[config.mk]
export PLATFORM = sky130hd
export DESIGN_NAME = pic_region_sched_flat
export DESIGN_NICKNAME = d
export VERILOG_FILES = /design/src/rtl/pic_pkg.sv /design/src/rtl/pic_region_sched_if.sv /design/src/rtl/pic_blink_timer.sv /design/src/rtl/pic_region_sched.sv /design/src/flat_wrapper.sv
export SDC_FILE = /design/constraint.sdc
export NUM_CORES = 1
export LEC_CHECK = 0
export CORE_AREA = 2 2 55 57
export DETAILED_ROUTE_END_ITERATION = 6
export DIE_AREA = 0 0 57 59
export GPL_TIMING_DRIVEN = 0
export PLACE_DENSITY = 0.83
export SYNTH_ARGS = -nofsm -noshare
export SYNTH_HDL_FRONTEND = slang
export SYNTH_HIERARCHICAL = 1
export SYNTH_SLANG_ARGS = --single-unit
[constraint.sdc]
create_clock -name clk -period 5 [get_ports clk]
set_clock_uncertainty 0.15 [all_clocks]
set_input_delay 1 -clock clk [delete_from_list [all_inputs] [get_ports clk]]
set_output_delay 1 -clock clk [all_outputs]
set_load 0.1 [all_outputs]
[src/rtl/pic_pkg.sv]
// Shared constants, region id encoding and colour expansion for the picture
// region scheduler.
package pic_pkg;

  localparam int PIC_W = 128;
  localparam int PIC_H = 64;
  localparam int N_REG = 3;

  typedef enum logic [1:0] {
    REG_HORA  = 2'd0,
    REG_FECHA = 2'd1,
    REG_TIMER = 2'd2
  } region_id_e;

  typedef logic [11:0] rgb444_t;

  // Each RGB332 field lands in the top bits of its 4-bit channel.
  function automatic rgb444_t rgb332_to_444(input logic [7:0] d);
    return {d[7:5], 1'b0, d[4:2], 1'b0, d[1:0], 2'b00};
  endfunction

endpackage

[src/rtl/pic_region_sched_if.sv]
// Shared picture ROM port plus the registered pixel outputs of the scheduler.
interface pic_region_sched_if #(
  parameter int ROM_AW = 15
);

  logic [ROM_AW-1:0] rom_addr;
  logic [7:0]        rom_data;
  logic              pic_on;
  logic [11:0]       pic_RGB;

  modport master (
    output rom_addr,
    output pic_on,
    output pic_RGB,
    input  rom_data
  );

  modport slave (
    input  rom_addr,
    input  pic_on,
    input  pic_RGB,
    output rom_data
  );

endinterface

[src/rtl/pic_blink_timer.sv]
// Frame-based blink phase generator; only instantiated when PIC_BLINK_EN is
// defined. blink_off is high during the OFF half-period.
module pic_blink_timer #(
  parameter int BLINK_FRAMES = 30
) (
  input  logic       clk,
  input  logic       reset,
  input  logic       frame_tick,
  input  logic [1:0] sel_field,
  output logic       blink_off
);

  localparam logic [7:0] LAST_FRAME = 8'(BLINK_FRAMES - 1);

  logic [7:0] cnt_q, cnt_d;
  logic       off_q, off_d;
  logic [1:0] sel_q, sel_d;

  // NOTE: every always_comb output gets a default first so no latch is inferred.
  always_comb begin
    cnt_d = cnt_q;
    off_d = off_q;
    sel_d = sel_field;
    // A new selection restarts the blink in the ON phase, even on a tick.
    if (sel_field != sel_q) begin
      cnt_d = '0;
      off_d = 1'b0;
    end else if (frame_tick) begin
      if (cnt_q == LAST_FRAME) begin
        cnt_d = '0;
        off_d = ~off_q;
      end else begin
        cnt_d = cnt_q + 8'd1;
      end
    end
  end

  // NOTE: sequential state uses non-blocking assignments only.
  always_ff @(posedge clk) begin
    if (reset) begin
      cnt_q <= '0;
      off_q <= 1'b0;
      sel_q <= '0;
    end else begin
      cnt_q <= cnt_d;
      off_q <= off_d;
      sel_q <= sel_d;
    end
  end

  assign blink_off = off_q;

endmodule

[src/rtl/pic_region_sched.sv]
// Region decode and 3-stage shared-ROM pipeline for the hora/fecha/timer pictures.
// Build option: define PIC_BLINK_EN to blink the region chosen by sel_field.
module pic_region_sched
  import pic_pkg::*;
#(
  parameter int BLINK_FRAMES = 30,
  parameter int ROM_AW       = 15,
  parameter int XL0          = 256,
  parameter int YT0          = 0,
  parameter int XL1          = 256,
  parameter int YT1          = 96,
  parameter int XL2          = 256,
  parameter int YT2          = 192
) (
  input  logic                      clk,
  input  logic                      reset,
  input  logic                      video_on,
  input  logic [9:0]                pixel_x,
  input  logic [9:0]                pixel_y,
  input  logic                      frame_tick,
  input  logic [2:0]                region_en,
  input  logic [1:0]                sel_field,
  pic_region_sched_if.master        bus
);

  localparam logic [9:0] XL [N_REG] = '{10'(XL0), 10'(XL1), 10'(XL2)};
  localparam logic [9:0] YT [N_REG] = '{10'(YT0), 10'(YT1), 10'(YT2)};

  logic              hit_w;
  region_id_e        id_w;
  logic [9:0]        dx_w, dy_w;
  logic [6:0]        col_w;
  logic [5:0]        row_w;

  logic [ROM_AW-1:0] rom_addr_q, rom_addr_d;
  logic              hit1_q, hit1_d;
  region_id_e        id1_q, id1_d;
  logic              hit2_q, hit2_d;
  region_id_e        id2_q, id2_d;
  logic              pic_on_q, pic_on_d;
  rgb444_t           pic_rgb_q, pic_rgb_d;
  logic              blank_w;

  // Scanning from the highest index down lets the lowest hit index win.
  always_comb begin
    hit_w = 1'b0;
    id_w  = REG_HORA;
    col_w = '0;
    row_w = '0;
    dx_w  = '0;
    dy_w  = '0;
    for (int i = N_REG - 1; i >= 0; i--) begin
      dx_w = pixel_x - XL[i];
      dy_w = pixel_y - YT[i];
      if (video_on && region_en[i] &&
          (pixel_x >= XL[i]) && (pixel_y >= YT[i]) &&
          (dx_w < 10'(PIC_W)) && (dy_w < 10'(PIC_H))) begin
        hit_w = 1'b1;
        id_w  = region_id_e'(i[1:0]);
        col_w = dx_w[6:0];
        row_w = dy_w[5:0];
      end
    end
  end

`ifdef PIC_BLINK_EN
  logic blink_off;

  pic_blink_timer #(
    .BLINK_FRAMES(BLINK_FRAMES)
  ) u_blink (
    .clk       (clk),
    .reset     (reset),
    .frame_tick(frame_tick),
    .sel_field (sel_field),
    .blink_off (blink_off)
  );

  assign blank_w = blink_off && (sel_field == (2'(id2_q) + 2'd1));
`else
  localparam int unused_blink_frames = BLINK_FRAMES;
  logic unused_blink;
  assign unused_blink = ^{frame_tick, sel_field, id2_q};
  assign blank_w      = 1'b0;
`endif

  // The address is left untouched on a miss so the ROM sees no spurious change.
  always_comb begin
    rom_addr_d = hit_w ? ROM_AW'({id_w, row_w, col_w}) : rom_addr_q;
    hit1_d     = hit_w;
    id1_d      = id_w;
    hit2_d     = hit1_q;
    id2_d      = id1_q;
    pic_on_d   = 1'b0;
    pic_rgb_d  = '0;
    if (hit2_q) begin
      pic_on_d  = 1'b1;
      pic_rgb_d = blank_w ? rgb444_t'(0) : rgb332_to_444(bus.rom_data);
    end
  end

  always_ff @(posedge clk) begin
    if (reset) begin
      rom_addr_q <= '0;
      hit1_q     <= 1'b0;
      id1_q      <= REG_HORA;
      hit2_q     <= 1'b0;
      id2_q      <= REG_HORA;
      pic_on_q   <= 1'b0;
      pic_rgb_q  <= '0;
    end else begin
      rom_addr_q <= rom_addr_d;
      hit1_q     <= hit1_d;
      id1_q      <= id1_d;
      hit2_q     <= hit2_d;
      id2_q      <= id2_d;
      pic_on_q   <= pic_on_d;
      pic_rgb_q  <= pic_rgb_d;
    end
  end

  assign bus.rom_addr = rom_addr_q;
  assign bus.pic_on   = pic_on_q;
  assign bus.pic_RGB  = pic_rgb_q;

endmodule

[src/flat_wrapper.sv]
// flat-port wrapper written by rule: the top's interface ports become plain ports
module pic_region_sched_flat import pic_pkg::*;
#(
  parameter int BLINK_FRAMES = 30,
  parameter int ROM_AW       = 15,
  parameter int XL0          = 256,
  parameter int YT0          = 0,
  parameter int XL1          = 256,
  parameter int YT1          = 96,
  parameter int XL2          = 256,
  parameter int YT2          = 192
)
  (clk, reset, video_on, pixel_x, pixel_y, frame_tick, region_en, sel_field, bus_rom_addr, bus_pic_on, bus_pic_RGB, bus_rom_data);
  pic_region_sched_if #(.ROM_AW(ROM_AW)) bus_i ();
  input  logic clk;
  input  logic reset;
  input  logic video_on;
  input  logic [9:0] pixel_x;
  input  logic [9:0] pixel_y;
  input  logic frame_tick;
  input  logic [2:0] region_en;
  input  logic [1:0] sel_field;
  output wire logic [$bits(bus_i.rom_addr)-1:0] bus_rom_addr;
  output wire logic [$bits(bus_i.pic_on)-1:0] bus_pic_on;
  output wire logic [$bits(bus_i.pic_RGB)-1:0] bus_pic_RGB;
  input wire logic [$bits(bus_i.rom_data)-1:0] bus_rom_data;
  assign bus_rom_addr = bus_i.rom_addr;
  assign bus_pic_on = bus_i.pic_on;
  assign bus_pic_RGB = bus_i.pic_RGB;
  assign bus_i.rom_data = bus_rom_data;
  pic_region_sched #(.BLINK_FRAMES(BLINK_FRAMES), .ROM_AW(ROM_AW), .XL0(XL0), .YT0(YT0), .XL1(XL1), .YT1(YT1), .XL2(XL2), .YT2(YT2)) u_core (.clk(clk), .reset(reset), .video_on(video_on), .pixel_x(pixel_x), .pixel_y(pixel_y), .frame_tick(frame_tick), .region_en(region_en), .sel_field(sel_field), .bus(bus_i));
endmodule
# ---- Word level (Yosys, flattened, before mapping)
# Index checks and enable logic that the tools add are counted.
dict set report word_totals {
  ff_bits 30
  ramBits 0
  in_bits 37
  rom_bits 0
  mem_count 0
  latchBits 0
}
dict set report op_classes {
  eq_ne 0
  div_mod_pow 0
  n_bitwise 1
  shifts 0
  reduce_logical 16
  n_mux 13
  n_addsub 3
  order_cmp 8
  multipliers 0
}
# cell count
set ops {}
lappend ops {{< comparator 10 x 7 -> 1 bit, second input constant} 3}
lappend ops {{2-to-1 mux 7 bit} 3}
lappend ops {{2-to-1 mux 6 bit} 3}
lappend ops {{logical AND 1 bit} 15}
lappend ops {{>= comparator 10 x 1 -> 1 bit, second input constant} 1}
lappend ops {{>= comparator 10 x 7 -> 1 bit, second input constant} 1}
lappend ops {{>= comparator 10 x 8 -> 1 bit, second input constant} 1}
lappend ops {{>= comparator 10 x 9 -> 1 bit, second input constant} 1}
lappend ops {{< comparator 10 x 8 -> 1 bit, second input constant} 1}
lappend ops {{subtractor 10 x 7 -> 10 bit, second input constant} 1}
lappend ops {{subtractor 10 x 8 -> 10 bit, second input constant} 1}
lappend ops {{subtractor 10 x 9 -> 10 bit, second input constant} 1}
lappend ops {{2-to-1 mux 2 bit} 3}
lappend ops {{2-to-1 mux 1 bit} 4}
lappend ops {{OR reduction 2 bit} 1}
lappend ops {{inverter 1 bit} 1}

# ---- Depth between registers and ports, before layout
dict set report logic_depth {
  depth_word 8
  mapped_depth 7
}

# ---- Least setup slack after synthesis
# No wires, ideal clock.
dict set report synth_path {
  path_kind {input port to flip-flop}
  start {input port pixel_y[5]}
  end {register u_core.rom_addr_q[0] (netlist: u_core/bus.rom_addr[0])}
  arrival_ns 2.312
  stages 7
  slack_ns 2.411
  setup_time_ns 0.128
  cell_sequence {ha_1 nor4b_1 nand2_1 a31oi_4 buf_12 mux2i_1 nor2_1}
}
dict set report synth_between {
  elab_chain_cells 7
  word_cells_on_any_way 23
  classes_between {add/sub: 2; order compare: 6; mux: 6; reduce/logical: 9}
}
# item line
set synth_lines {}
lappend synth_lines {{from (decl)} flat_wrapper.sv:19} ;# input logic [9:0] pixel_y;
lappend synth_lines {{parallel branches: the longest is 7 deep, another holds subtractor 10 x 8 -> 10 bit} -}
lappend synth_lines {{to (signal assigned)} pic_region_sched.sv:112} ;# rom_addr_q <= rom_addr_d;
lappend synth_lines {{to (decl)} pic_region_sched.sv:35} ;# logic [ROM_AW-1:0] rom_addr_q, rom_addr_d;
# Parallel ways; which one is timed is not known.
# A chain may end at the register's enable or synchronous reset.

# ---- Worst setup path in the final report
dict set report layout_path {
  start {input port pixel_y[5]}
  end {register u_core.rom_addr_q[6] (netlist: u_core/bus.rom_addr[6])}
}
# The elaborated chain is that of the path after synthesis.

==> reports/results.tsv <==
metric	value	unit
status	finished clean	
holdBufCountCts	0	
drtPass1Iterations	4	
clock_sinks	26	
setup_tns	0	ns
p_seq_share	51.3	%
antennaDiodeCount	0	
placed_cells	192	
synth-seq-cells	26	
htree_levels	1	
layout.nets	204	
gr-usage-all-layers	14.6	%
clock_power_share	34.3	%
synth-main-ff-cell	dfxtp_1	
crit_chain	clkdlybuf4s50_1, ha_1, nor4b_1, nand2_1, a31oi_4, buf_12, mux2i_1, nor2_1	
synth_most_common_cell	dfxtp_1	
async_flop_share	0	%
placed_cell_area	1660	µm²
synth_edf_count	0	
end_kind	flop	
drive_above_1_share	7.88	%
grt_pass1_vias	913	
yosysTopAreaCell	dfxtp_1	
crit_path_top_delay_cell	clkdlybuf4s50_1	
vias_per_cell	4.76	
hpwl	1840	µm
syn-cell-area	1050	µm²
switching_share	21.5	%
area_growth	63.1	%
antenna_found_initial	0	
synth_cells	102	
yosys-top-cells-area	dfxtp_1, mux2i_1, nor2_1, and2_1, buf_4	
hp-class	reg2reg	
globalRoute.totalOverflow	0	
fin_area	1710	µm²
utilization	63.3	%
cts_root_buf	clkbuf_4	
power_density	237	nW/µm²
drt_iter0_drc	11	
critPathLaunch	pixel_y[5]	
max_stage_delay	0.60	ns
p_int	318	µW
path_clk_slew	0.13	ns
cts_tree	yes	
reg2reg_from	u_core/bus.rom_addr[14]	
critPathRequiredTime	5.05	ns
post_cts_buffers	0	
final_antenna_net_count	0	
die_area	3360	µm²
worst_slew_pin_slew	0.985	ns
critPathLaunchType	input port	
synth_warnings	6	
post-route-period-util	60.5	%
postSynthAreaPerCell	10.3	µm²
num_vias	932	
cts_made_buffers	3	
drt-total-wl	2270	µm
synthTopCellsByCount	dfxtp_1, nor2_1, mux2i_1	
cts_max_path_buffers	2	
grt_max_degree	16	
slew_headroom	34.1	%
maxCapViolations	0	
leakagePower	0.625	nW
share_comb_of_total_power	14.4	%
die_w	57	µm
crit_type	in2reg	
chipHeight	59	µm
min_from	u_core/hit1_q	
portBuffers	56	
cts_resized	0	
io_pins	65	
drv_slew	0	
setup_viol	0	
fp.coreArea	2710	µm²
cp_data_arrival_time	3.07	ns
initial_core_util	38.8	%
drcViolationCount	0	
min_period	3.03	ns
holdWs	0.310	ns
core.rowCount	19	
hold_viol_final	0	
synth_cell_type_count	30	
peakVddDrop	203	µV
clk-insertion-delay-late	0.31	ns
rsz0062_at_grt	no	
wl_per_cell	11.6	µm
synth.top_cell.area_share	49.5	%
place_congestion	0.775	
reg2reg_slack	3.93	ns
fmax	330	MHz
yosysSeqAreaShare	49.5	%
path_max_fanout	10	
fin_cells	196	
grt_pass1_wl	3880	µm
power.switching	87.3	µW
==> registers in the layout (all words and copies together) (netlist names) <==
name and count:
u_core/bus.pic_RGB 8, u_core/bus.rom_addr 15, u_core/hit2_q 1, u_core/bus.pic_on 1
u_core/hit1_q 1
==> cell type report <==
type / count / area (µm²)
well taps: 31 / 38.8
inverters: 1 / 3.75
clock inverters: 1 / 30.0
fillers: 241 / 996
plain buffers: 8 / 61.3
clock buffers: 3 / 22.5
multi-input cells: 70 / 477
flip-flops and latches: 26 / 520
repair buffers: 56 / 561
==> power by group through the flow <==
stage / clock, mW / combinational, mW / sequential [mW]
2_1_floorplan: 0 / 0.0255 / 0.216
3_3_place_gp: 0 / 0.0572 / 0.212
3_5_place_dp: 0 / 0.0584 / 0.212
4_1_cts: 0.144 / 0.0588 / 0.208
5_1_grt: 0.155 / 0.0624 / 0.208
6_report: 0.139 / 0.0586 / 0.208
==> final timing paths <==
kind	end	cells after the start
hold / removal	u_core/hit2_q	1
setup reg to reg	u_core/bus.rom_addr[14]	3
setup / recovery	u_core/bus.rom_addr[6]	8
hold reg to reg	u_core/hit2_q	1
==> worst max-delay path, delay by kind of cell <==
family / cells / cell delay, ns
adder cells (fa/ha/maj): 1 / 0.29
AND/OR/NAND/NOR: 3 / 0.49
AO/OA/AOI/OAI: 1 / 0.32
buffers and inverters: 2 / 0.78
multiplexers: 1 / 0.19
==> per-stage QoR <==
stage	total power, mW	setup slack [ns]
after detailed placement	0.271	1.65
after global placement	0.270	1.74
after floorplan	0.241	2.41
final	0.406	1.97
after CTS	0.411	1.97
after global routing	0.426	1.84
==> kinds of logic after synthesis <==
group | count (synthesis) | synth area share [%]
compound gates | 11 | 8.81
buf+inv | 9 | 6.19
fa+ha+maj | 1 | 1.19
other cells | 1 | 0.357
mux | 13 | 12.4
flops | 26 | 49.5
simple gates | 41 | 21.5
==> per-layer routing <==
metal	vias up	global-route usage [%]	part of all wire, %
li1	462	-	-
met1	427	14.7	39
met2	41	26.3	48
met3	2	7.21	13
met4	0	4.98	0.40
met5	-	0	0
==> cell usage in the layout (no fill, tap or decap), types with 2 or more instances in the layout <==
cell type        synthesis  layout
mux2i_1                 13      13
buf_4                    4       4
clkdlybuf4s50_1          0      56
nand2b_1                 2       2
nor2_1                  14      14
a21oi_1                  2       2
dfxtp_1                 26      26
nor3_1                   2       2
clkbuf_1                 3       3
clkbuf_4                 0       3
nand2_1                  5       5
and2_1                   8       8
conb_1                   1       4
nor2b_1                  4       4
(Power assumes the default switching activity.)
